[src/rtl/mode_addsub_serial.sv]
// Digit-serial two's-complement adder/subtractor, LSB first, DIGIT bits per clock.
// Optional feature: define ADDSUB_SATURATE_EN to clamp o_sum on signed overflow.
module mode_addsub_serial #(
    parameter int WIDTH = 8,
    parameter int DIGIT = 2
) (
    input  logic             clk,
    input  logic             reset,
    input  logic             i_valid,
    output logic             o_ready,
    input  logic [WIDTH-1:0] i_a,
    input  logic [WIDTH-1:0] i_b,
    input  logic             i_mode,
    output logic             o_valid,
    input  logic             i_ready,
    output logic [WIDTH-1:0] o_sum,
    output logic             o_carry,
    output logic             o_overflow,
    output logic             o_zero,
    output logic             o_neg
);
    localparam int N     = WIDTH / DIGIT;
    localparam int CNT_W = (N > 1) ? $clog2(N) : 1;

    generate
        if (WIDTH < 2 || DIGIT < 1 || (WIDTH % DIGIT) != 0) begin : g_param_check
            $error("mode_addsub_serial: WIDTH must be >= 2 and a multiple of DIGIT");
        end
    endgenerate

    typedef enum logic [1:0] {IDLE, CALC, DONE} state_t;

    state_t             state_reg, state_next;
    logic [WIDTH-1:0]   a_reg, a_next;
    logic [WIDTH-1:0]   b_reg, b_next;
    logic [WIDTH-1:0]   res_reg, res_next;
    logic               carry_reg, carry_next;
    logic               a_msb_reg, a_msb_next;
    logic               b_msb_reg, b_msb_next;
    logic [CNT_W-1:0]   cnt_reg, cnt_next;
    logic [WIDTH-1:0]   sum_reg, sum_next;
    logic               valid_reg, valid_next;
    logic               cout_reg, cout_next;
    logic               ovf_reg, ovf_next;
    logic               zero_reg, zero_next;
    logic               neg_reg, neg_next;

    // Ripple chain across one digit; chain[0] is the carry saved from the previous digit.
    logic [DIGIT:0]     chain;
    logic [DIGIT-1:0]   digit_sum;
    assign chain[0] = carry_reg;

    generate
        for (genvar gi = 0; gi < DIGIT; gi++) begin : g_digit
            assign digit_sum[gi] = a_reg[gi] ^ b_reg[gi] ^ chain[gi];
            assign chain[gi+1]   = (a_reg[gi] & b_reg[gi]) | (chain[gi] & (a_reg[gi] ^ b_reg[gi]));
        end
    endgenerate

    // New digit enters from the top so that after N steps the LSB digit sits at bit 0.
    logic [WIDTH-1:0] res_shift;
    logic [WIDTH-1:0] final_sum;
    logic             raw_ovf;
    assign res_shift = (res_reg >> DIGIT) | (WIDTH'(digit_sum) << (WIDTH - DIGIT));
    assign raw_ovf   = (a_msb_reg == b_msb_reg) && (res_shift[WIDTH-1] != a_msb_reg);

`ifdef ADDSUB_SATURATE_EN
    always_comb begin
        final_sum = res_shift;
        if (raw_ovf) begin
            final_sum = a_msb_reg ? {1'b1, {(WIDTH-1){1'b0}}} : {1'b0, {(WIDTH-1){1'b1}}};
        end
    end
`else
    assign final_sum = res_shift;
`endif

    always_comb begin
        state_next = state_reg;
        a_next     = a_reg;
        b_next     = b_reg;
        res_next   = res_reg;
        carry_next = carry_reg;
        a_msb_next = a_msb_reg;
        b_msb_next = b_msb_reg;
        cnt_next   = cnt_reg;
        sum_next   = sum_reg;
        valid_next = valid_reg;
        cout_next  = cout_reg;
        ovf_next   = ovf_reg;
        zero_next  = zero_reg;
        neg_next   = neg_reg;
        case (state_reg)
            IDLE: begin
                if (i_valid) begin
                    a_next     = i_a;
                    b_next     = i_b ^ {WIDTH{i_mode}};
                    carry_next = i_mode;
                    a_msb_next = i_a[WIDTH-1];
                    b_msb_next = i_b[WIDTH-1] ^ i_mode;
                    cnt_next   = '0;
                    state_next = CALC;
                end
            end
            CALC: begin
                a_next     = a_reg >> DIGIT;
                b_next     = b_reg >> DIGIT;
                carry_next = chain[DIGIT];
                res_next   = res_shift;
                cnt_next   = cnt_reg + CNT_W'(1);
                if (cnt_reg == CNT_W'(N - 1)) begin
                    sum_next   = final_sum;
                    cout_next  = chain[DIGIT];
                    ovf_next   = raw_ovf;
                    zero_next  = (final_sum == '0);
                    neg_next   = final_sum[WIDTH-1];
                    valid_next = 1'b1;
                    state_next = DONE;
                end
            end
            DONE: begin
                if (i_ready) begin
                    valid_next = 1'b0;
                    state_next = IDLE;
                end
            end
            default: state_next = IDLE;
        endcase
    end

    always_ff @(posedge clk) begin
        if (reset) begin
            state_reg <= IDLE;
            a_reg     <= '0;
            b_reg     <= '0;
            res_reg   <= '0;
            carry_reg <= 1'b0;
            a_msb_reg <= 1'b0;
            b_msb_reg <= 1'b0;
            cnt_reg   <= '0;
            sum_reg   <= '0;
            valid_reg <= 1'b0;
            cout_reg  <= 1'b0;
            ovf_reg   <= 1'b0;
            zero_reg  <= 1'b0;
            neg_reg   <= 1'b0;
        end else begin
            state_reg <= state_next;
            a_reg     <= a_next;
            b_reg     <= b_next;
            res_reg   <= res_next;
            carry_reg <= carry_next;
            a_msb_reg <= a_msb_next;
            b_msb_reg <= b_msb_next;
            cnt_reg   <= cnt_next;
            sum_reg   <= sum_next;
            valid_reg <= valid_next;
            cout_reg  <= cout_next;
            ovf_reg   <= ovf_next;
            zero_reg  <= zero_next;
            neg_reg   <= neg_next;
        end
    end

    assign o_ready    = (state_reg == IDLE);
    assign o_valid    = valid_reg;
    assign o_sum      = sum_reg;
    assign o_carry    = cout_reg;
    assign o_overflow = ovf_reg;
    assign o_zero     = zero_reg;
    assign o_neg      = neg_reg;

endmodule
[config.mk]
export PLATFORM = sky130hd
export DESIGN_NAME = mode_addsub_serial
export DESIGN_NICKNAME = d
export VERILOG_FILES = /design/src/rtl/mode_addsub_serial.sv
export SDC_FILE = /design/constraint.sdc
export NUM_CORES = 1
export LEC_CHECK = 0
export CORE_AREA = 8 8 77 79
export DETAILED_ROUTE_END_ITERATION = 8
export DIE_AREA = 0 0 85 87
export PLACE_DENSITY_LB_ADDON = 0.2
export SYNTH_ARGS = -nofsm -noshare
export SYNTH_HDL_FRONTEND = slang
export SYNTH_SLANG_ARGS = --single-unit
export TNS_END_PERCENT = 10
[constraint.sdc]
create_clock -name clk -period 1.91 [get_ports clk]
set_clock_uncertainty 0.2 [all_clocks]
set_input_delay 0.382 -clock clk [delete_from_list [all_inputs] [get_ports clk]]
set_output_delay 0.382 -clock clk [all_outputs]
set_load 0.01 [all_outputs]
After elaboration in Yosys (flattened, before gate mapping). Cells that the tools add are included.

$add $sub $neg: 1. Eq/ne operators: 8. Mux-type cells: 15. Bitwise logic cells: 13. Reduce and logical (&&, ||, !) cells: 10.

Operators with widths (number): case mux 8 bit (2 select lines) (2); two-way mux 8 bit (2); zero test 8 bit (1); two-way mux 2 bit (4); OR 6 x 8 -> 8 bit (1); bitwise XOR 8 bit (1); != test 2 bit, second input constant (3); case mux 2 bit (3 select lines) (1); AND reduction 2 bit (3); AND reduction 3 bit (2); bitwise XOR 1 bit (5); bitwise AND 1 bit (4); == test 2 bit, second input constant (2); case mux 1 bit (2 select lines) (2); case mux 2 bit (2 select lines) (1); nonzero test 2 bit (2); two-way mux 1 bit (3); adder 2 x 1 -> 2 bit, second input constant (1); == test 2 x 1 -> 1 bit, second input constant (1); zero test 2 bit (1); OR 1 bit (2); == test 1 bit (1); logical AND 1 bit (1); != test 1 bit (1).

Flip-flop bits (word level): 44. Input bits: 21. Output and inout port bits: 14. Logic and storage cells: 61.

Depth between registers and ports, before layout.
Depth after elaboration: 7. Depth in mapped cells: 6. Depth with buffers taken out: 6.

Worst setup path after synthesis. OpenSTA, ideal clock, no wires.

Path type: register to register. Start: register a_reg[0]. End: register ovf_reg, in the netlist o_overflow. Library setup time: 0.091 ns. Arrival: 1.803 ns. Data required time: 1.619 ns. Path slack: -0.184 ns. Stages on the path, launching flop included: 6. Buffers on the path: 0. Clock period less this slack: 2.094 ns. Cell sequence: dfxtp_1 inv_1 fa_1 fa_1 or3_1 a311oi_1.

Word-level cells in the longest chain between the ends: 7. Elaborated cells on any way between the ends: 8. Those cells by class: 1 x eq/ne; 6 x bitwise; 1 x reduce/logical.

Ends and longest elaborated chain: from (decl) (RTL line 34) `logic [WIDTH-1:0] a_reg, a_next;`; from (signal assigned) (RTL line 149) `a_reg <= a_next;`; bitwise XOR 1 bit (RTL line 56) `assign chain[gi+1] = (a_reg[gi] & b_reg[gi]) | (chain[gi] & (a_reg[gi] ^ b_reg[gi]));`; bitwise AND 1 bit (RTL line 56); OR 1 bit * (RTL line 56); bitwise XOR 1 bit * (RTL line 55) `assign digit_sum[gi] = a_reg[gi] ^ b_reg[gi] ^ chain[gi];`; OR 6 x 8 -> 8 bit * (RTL line 64) `assign res_shift = (res_reg >> DIGIT) | (WIDTH'(digit_sum) << (WIDTH - DIGIT));`; != test 1 bit * (RTL line 65) `assign raw_ovf = (a_msb_reg == b_msb_reg) && (res_shift[WIDTH-1] != a_msb_reg);`; logical AND 1 bit * (RTL line 65); to (signal assigned) (RTL line 159) `ovf_reg <= ovf_next;`; to (decl) (RTL line 44) `logic ovf_reg, ovf_next;`.

Every way passes the cells marked *; elsewhere a longest branch is shown, timed or not. A chain may end at the register's enable or synchronous reset.

Worst setup path after layout.
Start: register carry_reg. End: register ovf_reg, in the netlist o_overflow.

Word-level cells in the longest chain between the ends: 6.

Ends and longest elaborated chain: from (decl) (RTL line 37) `logic carry_reg, carry_next;`; from (signal assigned) (RTL line 152) `carry_reg <= carry_next;`; bitwise AND 1 bit (RTL line 56); OR 1 bit (RTL line 56); bitwise XOR 1 bit (RTL line 55); OR 6 x 8 -> 8 bit (RTL line 64); != test 1 bit (RTL line 65); logical AND 1 bit (RTL line 65).

No other way between the ends.

==> flow_summary.ini <==
[clocking]
clockRootBuffer = clkbuf_8
cts_inserted_buffers = 5
post_cts_buffers = 0
cts_hold_buffers = 0
clockBufferDepth = 2
cts_tree = yes
cts_htree_levels = 2
clkTransAtPathRegs_ps = 90
insertion_delay_ps = 290
clock_sinks = 41

[setup_path]
max_stage_delay_ps = 470
critPathSlowestCell = fa_1
cp_cell_sequence = inv_2 > fa_2 > fa_1 > or3_1 > a311oi_1
critPathBufInv = 1
cp.arrival_ps = 2070
cp-end-kind = flop
cp_max_fo = 2
cpLargestDelayFamily = adder cells
worstPathRequired_ps = 1920
crit_type = reg -> reg
cp-start-kind = flop

[pwr]
p_per_area_nw_per_um2 = 826
leakage_nw = 0.852
peakVddDrop_mv = 0.408
p_total_mw = 1.91

[logic_synthesis]
syn-mean-instance-area_sq_um = 8.63
synth_simple_gate_area_share_pct = 19.8
ys_seq_elements = 41
syn_inst = 201
yosys.area.top_type = dfxtp_1
ys_types = 37
synth_most_common_cell = dfxtp_1
synth_flop_cell = dfxtp_1
ys_warn_count = 0
synth-xor-area-share_pct = 4.04
async_flop_share_pct = 0
netlist.area_leader.share_pct = 47.3
ys_seq_area_share_pct = 47.3
synth_compound_area_share_pct = 19.6
synth_common_cells = dfxtp_1, nand2_1, a21oi_1, nor2_1, a211oi_1
synth_nets = 225
synth_top_family_by_area = simple AND/OR/NAND/NOR gates
synthTopCellsByArea = dfxtp_1, nand2_1, a21oi_1, nor2_1, a211oi_1
synth_enable_flop_cells = 0
synth_adder_area_share_pct = 3.03
syn_area_sq_um = 1730
synthMuxAreaShare_pct = 0.577

[floorplan]
rows = 26
fp.dieH_um = 87
ioPinCount = 35
start_util_pct = 35.8
die_w_um = 85
die-area_sq_um = 7400
core_area_sq_um = 4850

[place]
hpwl_mm = 2.89
placed_area_sq_um = 2190
place.gp.congestion = 0.749
port_buffers = 34

[sta]
fin_crit_sh_pct = 108
finalHoldViolCount = 0
max_freq_mhz = 486
drv_slew = 0
tightest_slew_ps = 413
rsz0062_at_grt = yes
fin_crit_ps = 2060
fin_ws_ps = -149
setup_viol = 2
slew_headroom_pct = 72.3

[layout]
fin_nets = 267
fin_area_sq_um = 2320
drive_gt1_share_pct = 14.3
fillers = 498
diodes = 0
area.sequential_sq_um = 826
area_growth_pct = 33.7
multiInputGateArea_sq_um = 822

[global_route]
grt_max_degree = 17
groute.usage.overall_pct = 11.1
grtUsageMet3_pct = 3.77
antenna_found_initial = 0
met2_usage_pct = 16.1
grt_pass1_wl_mm = 6.64
grt_pass1_vias = 1368
use_met1_pct = 14.6
grt-ovfl-total = 0
grt-busiest-layer = met2

[route]
ant_nets = 0
drt_iter0_drc = 65
wire_per_inst_um = 12.9
num_vias = 1437
firstDrtPassIters = 4
drc = 0
routed_via_density = 4.79
wl_mm = 3.88

[status]
violations = negative setup slack
status = finished with violations

[hold_path]
hold_class = reg -> reg

[flow_run]
maxCapViolCount = 0
[kinds of logic after synthesis]
logic type	count (synthesis)
xor+xnor	8
buf+inv	21
compound gates	50
simple gates	77
mux	1
flops	41
fa+ha+maj	3
[path summary, 6_finish.rpt]
kind	from	cells past startpoint	slack, ps	endpoint
min	o_sum[1]	2	260	o_sum[1]
max	carry_reg	5	-150	o_overflow
max reg2reg	carry_reg	5	-150	o_overflow
min reg2reg	o_sum[1]	2	260	o_sum[1]
[cell usage in the layout (no fill, tap or decap), types with 2 or more instances in the layout]
cell type / instances
a211oi_1: 8
a21oi_1: 25
a221o_1: 6
a221oi_1: 2
buf_4: 17
clkbuf_8: 5
clkdlybuf4s50_1: 33
dfxtp_1: 37
dfxtp_2: 4
inv_1: 4
nand2_1: 34
nand2b_1: 2
nand3_1: 4
nand3b_1: 3
nor2_1: 25
xnor2_1: 6
xor2_1: 2
[what timing repair did]
item                                    4_1_cts  5_1_grt
endpoints found under the setup margin        5        4
gates resized for setup                       5        2
pin swaps                                     3        1
[layer usage]
layer | part of all wire [%] | wire [um] | vias up
met1 | 49 | 1900 | 629
met2 | 43 | 1680 | 30
met3 | 5.8 | 226 | 6
met5 | 0 | 0 | -
met4 | 1.8 | 70 | 0
li1 | - | - | 772
[through the flow]
stage / util, % / setup TNS, ps / setup WS (ps) / instances / hold WS, ps
floorplan: - / -156 / -156 / 201 / 232
global placement: 45.3 / -767 / -121 / 292 / 242
detailed placement: 45.3 / -945 / -217 / 292 / 244
CTS: 47.7 / -250 / -168 / 300 / 259
global route: 47.8 / -440 / -254 / 300 / 276
finish: 47.8 / -222 / -149 / 300 / 256
[layout make-up]
type | instances | area share (%)
flip-flops and latches | 41 | 35.6
multi-input cells | 139 | 35.5
repair buffers | 51 | 20.1
well taps | 56 | 3.02
clock buffers | 5 | 2.97
clock inverters | 3 | 2.00
inverters | 5 | 0.809
[worst reg2reg max path: cells and delay by family (launching register included)]
kind	cells	cell delay, ps
flops	1	340
simple gates	1	320
buf+inv	1	40
compound gates	1	240
fa+ha+maj	2	850
[where the power goes]
group	internal [mW]	switching (mW)	total, mW
clock network	0.391	0.320	0.711
registers	0.899	0.0316	0.931
logic	0.143	0.130	0.273
total	1.43	0.481	1.91
Note: power is estimated with default switching activity, not from simulation.
